--- src/rtl/rf_pkg.sv ---
// ----------------------------------------------------------------------------
// rf_pkg
//   Shared constants and types for the register-file writeback arbiter.
//   XLEN / NREG / REG_IDX_W : register file geometry
//   state_t                 : arbiter top-level state (INIT clear, RUN)
//   src_t                   : writeback source identity (A = ALU, B = load)
// ----------------------------------------------------------------------------
package rf_pkg;

    localparam int unsigned XLEN      = 64;
    localparam int unsigned NREG      = 32;
    localparam int unsigned REG_IDX_W = 5;

    typedef enum logic {
        INIT = 1'b0,
        RUN  = 1'b1
    } state_t;

    typedef enum logic {
        SRC_A = 1'b0,
        SRC_B = 1'b1
    } src_t;

endpackage

--- src/rtl/regfile_wb_arbiter_rr_arb2.sv ---
// ----------------------------------------------------------------------------
// rr_arb2
//   Two-input round-robin arbiter. Grant is combinational from req and the
//   priority pointer; the pointer moves to the non-granted source on each
//   edge where advance is high and a grant was issued.
//
//   clk      in   clock, rising edge
//   reset    in   synchronous active-high, pointer returns to source A
//   req[1:0] in   request vector, bit 0 = A, bit 1 = B
//   advance  in   allow the pointer to move this edge
//   gnt[1:0] out  one-hot grant (or zero when nothing requested)
//   ptr      out  current priority pointer (0 = A, 1 = B)
// ----------------------------------------------------------------------------
module rr_arb2 (
    input  logic       clk,
    input  logic       reset,
    input  logic [1:0] req,
    input  logic       advance,
    output logic [1:0] gnt,
    output logic       ptr
);
    import rf_pkg::*;

    src_t       r_ptr;
    logic [1:0] w_gnt;

    always_comb begin
        w_gnt = '0;
        case (req)
            2'b01:   w_gnt = 2'b01;
            2'b10:   w_gnt = 2'b10;
            2'b11:   w_gnt = (r_ptr == SRC_B) ? 2'b10 : 2'b01;
            default: w_gnt = '0;
        endcase
    end

    always_ff @(posedge clk) begin
        if (reset) begin
            r_ptr <= SRC_A;
        end else if (advance && (|w_gnt)) begin
            // Whoever just won drops to lowest priority.
            r_ptr <= w_gnt[0] ? SRC_B : SRC_A;
        end
    end

    assign gnt = w_gnt;
    assign ptr = r_ptr;

endmodule

--- src/rtl/regfile_wb_arbiter.sv ---
// ----------------------------------------------------------------------------
// regfile_wb_arbiter
//   Sole owner of the register file write port. After reset it clears
//   x1..x31 to INIT_VALUE (unless INIT_ENABLE = 0), then arbitrates between
//   the ALU (A) and load (B) writeback requesters with round-robin priority.
//   All rf_* outputs are registered: a write accepted at edge N is presented
//   during the following cycle and committed by the register file at N+1.
//
//   clk          in   clock, rising edge
//   reset        in   synchronous active-high
//   a_valid/a_rd/a_data  in   ALU writeback request
//   a_ready      out  ALU request accepted at the coming edge
//   b_valid/b_rd/b_data  in   load writeback request
//   b_ready      out  load request accepted at the coming edge
//   rf_rd        out  register file write index
//   rf_wdata     out  register file write data
//   rf_regwrite  out  register file write enable
//   init_done    out  high while in RUN
//   grant_b      out  current rf_* write came from source B
// ----------------------------------------------------------------------------
module regfile_wb_arbiter #(
    parameter int unsigned     XLEN        = 64,
    parameter int unsigned     NREG        = 32,
    parameter bit              INIT_ENABLE = 1'b1,
    parameter logic [XLEN-1:0] INIT_VALUE  = '0
) (
    input  logic                           clk,
    input  logic                           reset,
    input  logic                           a_valid,
    input  logic [rf_pkg::REG_IDX_W-1:0]   a_rd,
    input  logic [XLEN-1:0]                a_data,
    output logic                           a_ready,
    input  logic                           b_valid,
    input  logic [rf_pkg::REG_IDX_W-1:0]   b_rd,
    input  logic [XLEN-1:0]                b_data,
    output logic                           b_ready,
    output logic [rf_pkg::REG_IDX_W-1:0]   rf_rd,
    output logic [XLEN-1:0]                rf_wdata,
    output logic                           rf_regwrite,
    output logic                           init_done,
    output logic                           grant_b
);
    import rf_pkg::*;

    localparam logic [REG_IDX_W-1:0] LAST_REG = REG_IDX_W'(NREG - 1);

    state_t                 r_state;
    logic [REG_IDX_W-1:0]   r_init_cnt;
    logic [REG_IDX_W-1:0]   r_rf_rd;
    logic [XLEN-1:0]        r_rf_wdata;
    logic                   r_rf_regwrite;
    logic                   r_grant_b;

    logic                   w_run;
    logic                   w_arb_en;
    logic [1:0]             w_req;
    logic [1:0]             w_gnt;
    logic                   w_rr_ptr;
    logic                   w_any_gnt;
    logic [REG_IDX_W-1:0]   w_sel_rd;
    logic [XLEN-1:0]        w_sel_data;

    assign w_run    = (r_state == RUN);
    // Requests are masked while reset is high so nothing is acknowledged
    // that the reset edge would then discard.
    assign w_arb_en = w_run && !reset;
    assign w_req    = {b_valid, a_valid} & {2{w_arb_en}};

    rr_arb2 u_rr_arb2 (
        .clk     (clk),
        .reset   (reset),
        .req     (w_req),
        .advance (w_arb_en),
        .gnt     (w_gnt),
        .ptr     (w_rr_ptr)
    );

    assign w_any_gnt  = |w_gnt;
    assign w_sel_rd   = w_gnt[1] ? b_rd   : a_rd;
    assign w_sel_data = w_gnt[1] ? b_data : a_data;

    always_ff @(posedge clk) begin
        if (reset) begin
            r_state       <= INIT_ENABLE ? INIT : RUN;
            r_init_cnt    <= REG_IDX_W'(1);
            r_rf_regwrite <= 1'b0;
            r_rf_rd       <= '0;
            r_rf_wdata    <= '0;
            r_grant_b     <= 1'b0;
        end else begin
            case (r_state)
                INIT: begin
                    r_rf_regwrite <= 1'b1;
                    r_rf_rd       <= r_init_cnt;
                    r_rf_wdata    <= INIT_VALUE;
                    r_grant_b     <= 1'b0;
                    r_init_cnt    <= r_init_cnt + REG_IDX_W'(1);
                    // The last clear write and the move to RUN share an
                    // edge, so init_done is already high while x31 is
                    // being presented.
                    if (r_init_cnt == LAST_REG) begin
                        r_state <= RUN;
                    end
                end
                RUN: begin
                    if (w_any_gnt) begin
                        r_rf_rd       <= w_sel_rd;
                        r_rf_wdata    <= w_sel_data;
                        // x0 writes are acknowledged but never committed.
                        r_rf_regwrite <= (w_sel_rd != '0);
                        r_grant_b     <= w_gnt[1];
                    end else begin
                        r_rf_regwrite <= 1'b0;
                    end
                end
                default: begin
                    r_state <= INIT;
                end
            endcase
        end
    end

    assign a_ready     = w_gnt[0];
    assign b_ready     = w_gnt[1];
    assign rf_rd       = r_rf_rd;
    assign rf_wdata    = r_rf_wdata;
    assign rf_regwrite = r_rf_regwrite;
    assign init_done   = w_run;
    assign grant_b     = r_grant_b;

    // Sanity: one grant at a time, and contention is settled by the pointer.
    always_comb begin
        assert (!(a_ready && b_ready));
        if (w_arb_en && a_valid && b_valid) begin
            assert (b_ready == (w_rr_ptr == SRC_B));
        end
    end

endmodule
--- config.mk ---
export PLATFORM = sky130hd
export DESIGN_NAME = regfile_wb_arbiter
export DESIGN_NICKNAME = d
export VERILOG_FILES = /design/src/rtl/rf_pkg.sv /design/src/rtl/regfile_wb_arbiter_rr_arb2.sv /design/src/rtl/regfile_wb_arbiter.sv
export SDC_FILE = /design/constraint.sdc
export NUM_CORES = 1
export LEC_CHECK = 0
export CAP_MARGIN = 10
export CORE_ASPECT_RATIO = 1.1
export CORE_MARGIN = 1
export CORE_UTILIZATION = 39
export CTS_BUF_LIST = sky130_fd_sc_hd__clkbuf_4
export CTS_CLUSTER_SIZE = 14
export DETAILED_ROUTE_END_ITERATION = 8
export HOLD_SLACK_MARGIN = 0.05
export PLACE_DENSITY = 0.82
export SLEW_MARGIN = 20
export SYNTH_ARGS = -nofsm -noshare
export SYNTH_HDL_FRONTEND = slang
export SYNTH_HIERARCHICAL = 1
export SYNTH_SLANG_ARGS = --single-unit
export TNS_END_PERCENT = 10
--- constraint.sdc ---
create_clock -name clk -period 2.85 [get_ports clk]
set_input_delay 0.855 -clock clk [delete_from_list [all_inputs] [get_ports clk]]
set_output_delay 0.855 -clock clk [all_outputs]
set_load 0.005 [all_outputs]
==> key figures, run 1 <==
Status
  • Status: completed

Floorplanning
  • Die Y: 104 um
  • Die width: 95.1 um
  • Initial Utilization: roughly 40%
  • I/O Pins: 216
  • Core Area: 0.00931 mm2
  • Placement Rows: 37
  • Die area: 0.00993 mm2

Timing
  • Final period util: 92.3%
  • Endpoints failing setup: 0
  • RSZ-0062 raised after global routing: no
  • Worst Setup Slack, final: 0.218 ns
  • FMAX: 380 MHz
  • Actual slew at the worst max-slew pin: 0.761 ns
  • Crit path time final: around 2.6 ns
  • Rel. slew slack: 49.2%
  • Worst Clk Skew: around 0.012 ns
  • Max Slew Vio Count: 0
  • Hold Vio Cnt, Final: 0

Placement
  • DP HPWL: 7.72 mm
  • GP Congestion: 0.750
  • Post-Place Setup Slack: -0.520 ns
  • # port buffers: 215

Layout
  • Most frequent cells in the layout: clkdlybuf4s50_1 (212), dfxtp_1 (78), nor2_1 (74)
  • Nets: 709
  • Antenna diodes: 0
  • Layout cell share with drive strength beyond 1: 6.15%
  • Fill cell count: between 700 and 800
  • Commonest non-fill, non-tap cell in the layout: clkdlybuf4s50_1
  • Area Overhead vs Synth: 65.3%

Clock tree
  • Post-CTS Hold Fix Bufs: 0
  • Clock root cell: clkbuf_4
  • Sink Count: 78
  • Max Buffers Root-to-Sink: 2
  • H-Tree Depth: 3
  • CTS tree: yes
  • Clock transition at path regs: 0.11 ns
  • Worst-Skew Late Latency: 0.41 ns
  • Cts bufs inserted: 9

Worst setup path
  • Crit Path Max Fanout: 3
  • Setup crit end kind: primary output
  • CP required: 2.00 ns
  • Worst setup SP type: input pin
  • Setup CP Type: input pin to primary output
  • CP arrival: 1.78 ns

Global route
  • First-pass GRT wire length: between 15 and 20 mm
  • GR Layer Usage met1: between 20 and 25%
  • Met3 usage: 4.46%
  • Most used routing layer: met2
  • Gr ovfl total: 0
  • Met2 Use GR: 37.2%
  • Number of global-route vias before repair: 3289
  • GRT Util Overall: 20.9%
  • Initial antenna violation count: 0
  • Largest net degree at the start of global routing: 70

Detailed routing
  • Drt total wl: 10.4 mm
  • Pre-antenna DRT Iters: 4
  • Post-DRT Antenna Nets: 0
  • Vias per std cell: a little under 5
  • Initial DRC count: 106
  • Routed len/inst: 15.1 um
  • DRC Markers: 0
  • Via count: around 3.3k

Synthesis
  • Sequential area share after synthesis: 42.0%
  • Yosys top cell area share: about two fifths
  • Main combinational cell family by area after synthesis: multiplexers
  • Post-Synth Adder-Cell Area: 0.673%
  • Simple-gate share of the synthesized area: 10.5%
  • Area of the mapped netlist: roughly 0.0037 mm2
  • Syn avg cell area: 10.5 um2
  • Post-Synth XOR/XNOR Area: less than 1%
  • Multiplexer share of the synthesized area: 39.7%
  • Post-synth top area cell: dfxtp_1
  • Cells after synthesis: 354
  • Synth area leaders: dfxtp_1 (42%), mux2_1 (21%), mux2i_1 (19%)
  • Post-Syn Nets: 498
  • Compound-Gate Fraction of Synth Area: 2.79%
  • Yosys cell types: 31
  • Synth Register Bits: 78
  • Synth warn: 6

Hold path
  • Worst Hold Class: flop to flop

Power and ir drop
  • Peak VDD IR: 0.192 mV
  • PD cells: 335 mW/mm2
  • Leakage: approximately 2.2 nW
  • PnR Total Power: slightly above 2 mW

Run
  • Max cap viols: 0
## cell usage after synthesis
| master | n |
|---|---|
| a221oi_1 | 1 |
| buf_4 | 2 |
| xor2_1 | 1 |
| and3_1 | 1 |
| a21oi_1 | 1 |
| nor2_1 | 74 |
| nand2b_1 | 6 |
| nand3b_1 | 1 |
| a21o_1 | 1 |
| o22ai_2 | 1 |
| or4_4 | 1 |
| o22ai_1 | 4 |
| clkbuf_1 | 7 |
| mux2i_1 | 71 |
| or4b_1 | 1 |
| nand4b_1 | 1 |
| a21oi_2 | 1 |
| and2_1 | 3 |
| inv_2 | 1 |
| nand2_1 | 2 |
| inv_1 | 2 |
| a21boi_0 | 2 |
| buf_6 | 1 |
| a21bo_1 | 1 |
| ha_1 | 2 |
| nor2b_1 | 1 |
| dfxtp_1 | 78 |
| xnor2_1 | 1 |
| mux2_1 | 68 |
| o221a_1 | 1 |
| buf_2 | 16 |
## registers in the layout (all words and copies together), names as in the netlist
register	cells
r_init_cnt	5
init_done	1
grant_b	1
rf_rd	5
rf_regwrite	1
rf_wdata	64
u_rr_arb2/ptr	1
## stage by stage
| step | hold slack, ns | std cells | utilization, % | instance area [um2] | setup TNS, ns |
|---|---|---|---|---|---|
| 2_1_floorplan | 0.480 | 354 | - | 3720 | 0 |
| 3_3_place_gp | 0.468 | 670 | 64.3 | 5990 | -23.58 |
| 3_5_place_dp | 0.491 | 670 | 64.3 | 5990 | -27.27 |
| 4_1_cts | 0.518 | 686 | 66.0 | 6140 | 0 |
| 5_1_grt | 0.561 | 686 | 66.1 | 6150 | 0 |
| 6_report | 0.508 | 686 | 66.1 | 6150 | 0 |
## power breakdown
group	internal (mW)	switching, mW
Combinational	0.193	0.0455
Sequential	1.10	0.00847
Clock	0.343	0.370
Total	1.64	0.423
## timing repair
| action | in CTS | in global routing |
|---|---|---|
| endpoints found under the hold margin | 0 | 0 |
| setup buffers | 1 | 0 |
| setup endpoints to repair | 2 | 4 |
| pin swaps | 1 | 0 |
| gates resized for setup | 12 | 1 |
## cell families (layout without fill, tap and decap cells)
logic type,after synthesis,in the layout
AOI/OAI and AO/OA,13,13
xor gates and xnor gates,2,2
adders and majority gates,2,2
buffers and inverters,29,244
DFF,78,78
muxes,139,139
and+or+nand+nor,91,91
## critical path, cell delays in order
cell and delay [ns]:
clkdlybuf4s50_1 0.46, and2_4 0.16, a21boi_4 0.18, buf_6 0.12
## per-layer routing
metal	share of wire, %	routed length [um]
met1	40	4100
met2	51	5310
met3	6.8	706
met4	2.3	242
met5	0	0
## layout make-up
class / count / area (um2) / share of cell area [%]
clock buffer: 9 / 67.6 / 1.10
inverter: 3 / 11.3 / 0.183
clock inverter: 6 / 77.6 / 1.26
sequential: 78 / 1560 / 25.4
multi-input combinational: 247 / 2050 / 33.3
timing repair buffer: 226 / 2230 / 36.3
tap: 117 / 146 / 2.38
## final timing paths
kind              cells past startpoint            to  slack (ns)       from
setup / recovery                      4       a_ready        0.22    a_valid
hold / removal                        2       grant_b        0.51    grant_b
setup reg to reg                      9  rf_wdata[32]        0.65  init_done
hold reg to reg                       2       grant_b        0.51    grant_b
Power figures use the tool's default switching activity.
==> run 2, diff against run 1 <==
ABC_AREA = 1   (was not set)
CORE_ASPECT_RATIO = 1.25   (was 1.1)
CORE_UTILIZATION = 41   (was 39)
PLACE_DENSITY = 0.83   (was 0.82)
==> key figures, run 2 <==
Status
  • Status: completed

Global route
  • Gr ovfl total: 0
  • GRT Util Overall: between 20 and 25%
  • Number of global-route vias before repair: between 4k and 5k
  • Largest net degree at the start of global routing: 75
  • First-pass GRT wire length: ~19 mm
  • Initial antenna violation count: 1

Detailed routing
  • Drt total wl: 12.1 mm
  • Initial DRC count: about 130
  • Post-DRT Antenna Nets: 0
  • Vias per std cell: 4.75
  • DRC Markers: 0
  • Pre-antenna DRT Iters: 4
  • Routed len/inst: between 10 and 15 um
  • Via count: 4399

Clock tree
  • Clock root cell: clkbuf_4
  • H-Tree Depth: 3
  • Sink Count: 78
  • Worst-Skew Late Latency: 0.41 ns
  • Cts bufs inserted: 9
  • CTS tree: yes
  • Max Buffers Root-to-Sink: 2
  • Clock transition at path regs: 0.11 ns
  • Setup Buffers After CTS: 0

Timing
  • Hold Vio Cnt, Final: 0
  • Actual slew at the worst max-slew pin: around 1.1 ns
  • Worst Setup Slack, final: 0.0670 ns
  • RSZ-0062 raised after global routing: no
  • Worst Clk Skew: 0.0154 ns
  • Max Slew Vio Count: 0
  • Crit path time final: 2.78 ns
  • Rel. slew slack: 28.1%
  • Hold WS: 0.468 ns
  • Endpoints failing setup: 0
  • Final period util: 97.6%
  • FMAX: 359 MHz
  • Setup TNS after final layout: 0 ns

Hold path
  • Hold path start: rf_wdata[52]
  • Worst Hold Class: flop to flop
  • Hold depth: 2
  • Worst Hold End: rf_wdata[52]

Synthesis
  • Synth area leaders: dfxtp_1 (38%), nand2_1 (27%), a21oi_2 (11%)
  • Yosys cell types: 23
  • Syn avg cell area: between 6 and 7 um2
  • Most frequent cell after synthesis: nand2_1
  • Asr flop ratio synth: 0%
  • Cells after synthesis: just under 600
  • Sequential area share after synthesis: 37.9%
  • Post-Syn Nets: 735
  • Ys flop type: dfxtp_1
  • EDFF count, synth: 0
  • Synth warn: 6
  • Yosys top cell area share: 37.9%
  • Synth Register Bits: 78
  • Post-synth top area cell: dfxtp_1
  • Commonest cells post-synth: nand2_1 (294), dfxtp_1 (78), a21oi_2 (51)
  • Area of the mapped netlist: 0.00412 mm2

Floorplanning
  • Die Y: about 110 um
  • Die width: 91.7 um
  • Core Area: 0.00971 mm2
  • Die area: 0.0105 mm2
  • Placement Rows: 40
  • Initial Utilization: 42.4%
  • I/O Pins: around 220

Power and ir drop
  • Peak VDD IR: 0.203 mV
  • PD cells: around 330 mW/mm2
  • Leakage: about 2.5 nW

Worst setup path
  • CP Buf/Inv Count: 3
  • Crit Path Max Fanout: 3
  • Setup CP Type: input pin to primary output
  • Worst stage delay on the critical path: 0.46 ns
  • CP Cell Sequence: clkdlybuf4s50_1, inv_1, nor2_4, a21boi_4, clkdlybuf4s15_1
  • Reg2reg end: rf_wdata[37]
  • Setup crit end kind: primary output
  • Worst setup SP type: input pin
  • RR Startpoint: init_done
  • CP required: 2.00 ns
  • R2R Setup Slk: slightly above 0.4 ns
  • CP top delay family: buffers and inverters
  • CP arrival: roughly 1.9 ns
  • Critical path's slowest cell: clkdlybuf4s50_1
  • Reg2Reg Depth: 12

Layout
  • Nets: 940
  • Number of flip-flops in the largest register: 64
  • Layout Utilization: between 60 and 70%
  • Fill cell count: between 800 and 900
  • Fin area: ~0.0065 mm2
  • Most frequent cells in the layout: nand2_1 (294), clkdlybuf4s50_1 (212), dfxtp_1 (78)
  • Area Overhead vs Synth: 57.7%
  • Commonest non-fill, non-tap cell in the layout: nand2_1
  • Layout cell share with drive strength beyond 1: 17.9%

Placement
  • Post-Place Setup Slack: -0.293 ns
  • # port buffers: approximately 220
  • Placed cell area: 0.00633 mm2
  • DP HPWL: 8.87 mm
  • GP Congestion: between 0.8 and 0.9

Run
  • Max cap viols: 0
-- run 2: timing repair --
action,in CTS,in global routing
pin swaps,0,0
hold endpoints to repair,0,0
cloned,0,0
resized for setup,6,2
hold buffers,0,0
setup endpoints to repair,2,2
-- run 2: routing by layer --
| metal | up-vias | track usage (%) | part of all wire [%] |
|---|---|---|---|
| met1 | 1966 | 24.7 | 39 |
| li1 | 2240 | - | - |
| met2 | 158 | 41.7 | 52 |
| met5 | - | 0 | 0 |
| met4 | 0 | 14.1 | 4.2 |
| met3 | 35 | 4.05 | 5.4 |
-- run 2: final cells by class --
cell class                 count  area (um2)  share of cell area, %
timing repair buffer         232        2340                   36.0
multi-input combinational    460        2230                   34.3
sequential                    78        1560                   24.0
tap                          126         158                   2.43
clock inverter                 6        86.3                   1.33
clock buffer                   9        67.6                   1.04
inverter                      15        57.6                  0.886
antenna                        1        2.50                 0.0385
-- run 2: kinds of logic (layout without fill, tap and decap cells) --
kind of cell | count (synthesis) | after routing | share of synthesized area (%)
fa+ha+maj | 2 | 2 | 0.607
flops | 78 | 78 | 37.9
other cells | 0 | 1 | 0
compound gates | 82 | 82 | 14.8
simple gates | 376 | 376 | 38.1
buf+inv | 53 | 262 | 8.62
-- run 2: worst register-to-register path: stages, from the launching register on --
cell      delay [ns]
dfxtp_1         0.34
inv_2           0.17
nor2_1          0.09
inv_1           0.14
nor2_1          0.08
buf_4           0.15
a21boi_4        0.16
buf_4           0.35
buf_4           0.47
nand2_1         0.11
nand2_1         0.10
nand2_1         0.07
a21oi_2         0.13
-- run 2: report_power, final --
| group | leakage, nW | total (mW) | switching [mW] | internal (mW) |
|---|---|---|---|---|
| clock | 0.0822 | 0.724 | 0.373 | 0.351 |
| combinational | 1.79 | 0.297 | 0.0950 | 0.202 |
| sequential | 0.630 | 1.11 | 0.00605 | 1.10 |
| total | 2.51 | 2.13 | 0.474 | 1.65 |
-- run 2: worst max path at each step --
stage,start,depth (start not counted),endpoint
CTS,a_valid,6,b_ready
floorplan,reset,5,a_ready
detailed placement,a_valid,5,a_ready
global placement,a_valid,5,a_ready
finish,b_valid,5,b_ready
global route,b_valid,5,b_ready
-- run 2: metrics by stage --
stage                     std cells  total power [mW]
final                           927              2.13
after global routing            927              2.23
after CTS                       926              2.15
after detailed placement        911              1.43
after global placement          911              1.42
after floorplan                 591              1.21
==> run 3, diff against run 2 <==
ABC_AREA = not set   (was 1)
CORE_UTILIZATION = 39   (was 41)
PLACE_DENSITY = 0.82   (was 0.83)
RECOVER_POWER = 100   (was not set)
==> key figures, run 3 (same netlist as run 1, synthesis figures left out) <==
Timing
  • Crit path time final: about 2.7 ns
  • Rel. slew slack: 50.0%
  • Worst Clk Skew: 0.00838 ns
  • FMAX: 376 MHz
  • RSZ-0062 raised after global routing: no
  • Actual slew at the worst max-slew pin: 0.750 ns
  • Final period util: 93.4%
  • Setup TNS after final layout: 0 ns
  • Hold Vio Cnt, Final: 0
  • Endpoints failing setup: 0
  • Max Slew Vio Count: 0

Run
  • Max cap viols: 0

Clock tree
  • Clock root cell: clkbuf_4
  • Sink Count: 78
  • Cts bufs inserted: 9
  • Clock transition at path regs: 0.11 ns
  • H-Tree Depth: 3
  • Max Buffers Root-to-Sink: 2
  • Worst-Skew Late Latency: 0.41 ns
  • CTS tree: yes

Layout
  • Commonest non-fill, non-tap cell in the layout: clkdlybuf4s50_1
  • Fill cell count: 722
  • Number of flip-flops in the largest register: 64
  • Finished Layout Cells: 687
  • Most frequent cells in the layout: clkdlybuf4s50_1 (140), dfxtp_1 (78), nor2_1 (74)
  • Area Overhead vs Synth: 63.1%
  • Nets: 708
  • Antenna diodes: 0
  • Layout cell share with drive strength beyond 1: under 10%

Floorplanning
  • Placement Rows: 39
  • Core Area: 0.00922 mm2
  • Initial Utilization: 40.3%
  • Die width: between 80 and 90 um
  • I/O Pins: roughly 220
  • Die area: 0.00993 mm2
  • Die Y: 111 um

Power and ir drop
  • PD cells: about 310 mW/mm2
  • Leakage: 2.43 nW
  • Peak VDD IR: between 0.2 and 0.25 mV

Global route
  • Initial antenna violation count: 0
  • Gr ovfl total: 0
  • Largest net degree at the start of global routing: 70
  • Number of global-route vias before repair: approximately 3.4k
  • GRT Util Overall: 21.0%
  • First-pass GRT wire length: around 16 mm

Hold path
  • Worst Hold Class: flop to flop
  • Hold path start: grant_b
  • Hold depth: 2
  • Worst Hold End: grant_b

Detailed routing
  • Initial DRC count: 100
  • Vias per std cell: 4.81
  • Drt total wl: between 10 and 15 mm
  • Routed len/inst: 15.1 um
  • Pre-antenna DRT Iters: 6
  • Via count: 3307
  • DRC Markers: 0
  • Post-DRT Antenna Nets: 0

Worst setup path
  • Setup crit end kind: primary output
  • Reg2Reg Depth: 9
  • Reg2reg end: rf_rd[1]
  • RR Startpoint: init_done
  • Setup CP Type: input pin to primary output
  • Crit Path Max Fanout: 3
  • Worst setup SP type: input pin
  • CP arrival: around 1.8 ns
  • Critical path's slowest cell: clkdlybuf4s50_1
  • CP required: approximately 2 ns
  • Worst stage delay on the critical path: 0.46 ns
  • CP Cell Sequence: clkdlybuf4s50_1, and2_4, a21boi_4, clkbuf_1
  • R2R Setup Slk: 0.59 ns

Placement
  • Placed Instances: 675
  • # port buffers: 215
  • GP Congestion: 0.746
  • DP HPWL: approximately 7.8 mm

Status
  • Status: completed
[run 3: per-layer routing]
metal | track usage, % | share of wire (%)
met5 | 0 | 0
met4 | 8.57 | 1.9
met3 | 4.54 | 7.6
met2 | 39.7 | 53
met1 | 21.2 | 38
[run 3: timing repair]
action                                 4_1_cts  5_1_grt
hold buffers                                 0        0
gates cloned                                 0        0
resized for setup                           11        1
endpoints found under the hold margin        0        0
buffers inserted                             1        0
setup endpoints to repair                    2        2
pin swaps                                    0        2
[run 3: through the flow]
stage,hold WS (ns),util (%),power (mW),setup slack [ns],area [um2]
after floorplan,0.480,-,1.16,0.221,3720
after global placement,0.467,65.0,1.37,-0.467,6000
after detailed placement,0.481,65.0,1.37,-0.503,6000
after CTS,0.507,66.0,1.90,0.0250,6090
after global routing,0.548,65.8,1.96,0.0835,6070
final,0.493,65.8,1.87,0.189,6070
[run 3: cell type report]
class                      instances  area (um2)  area share (%)
clock buffer                      11        82.6            1.36
inverter                           3        11.3           0.186
multi-input combinational        247        2050            33.7
sequential                        78        1560            25.7
tap                              123         154            2.54
timing repair buffer             225        2210            36.5
[run 3: where the power goes]
| group | total [mW] | internal, mW | switching, mW |
|---|---|---|---|
| combinational | 0.236 | 0.192 | 0.0445 |
| sequential | 1.11 | 1.10 | 0.00787 |
| clock | 0.525 | 0.177 | 0.348 |
| total | 1.87 | 1.47 | 0.400 |
[run 3: how the worst max path moves through the flow]
stage / end / from
finish: a_ready / a_valid
global route: rf_rd[1] / a_valid
CTS: a_ready / reset
detailed placement: a_ready / reset
global placement: b_ready / reset
floorplan: rf_rd[0] / reset
[run 3: critical path: cells and delay by family]
kind,cells,cell delay (ns)
AO/OA/AOI/OAI,1,0.17
buffers and inverters,2,0.61
AND/OR/NAND/NOR,1,0.17
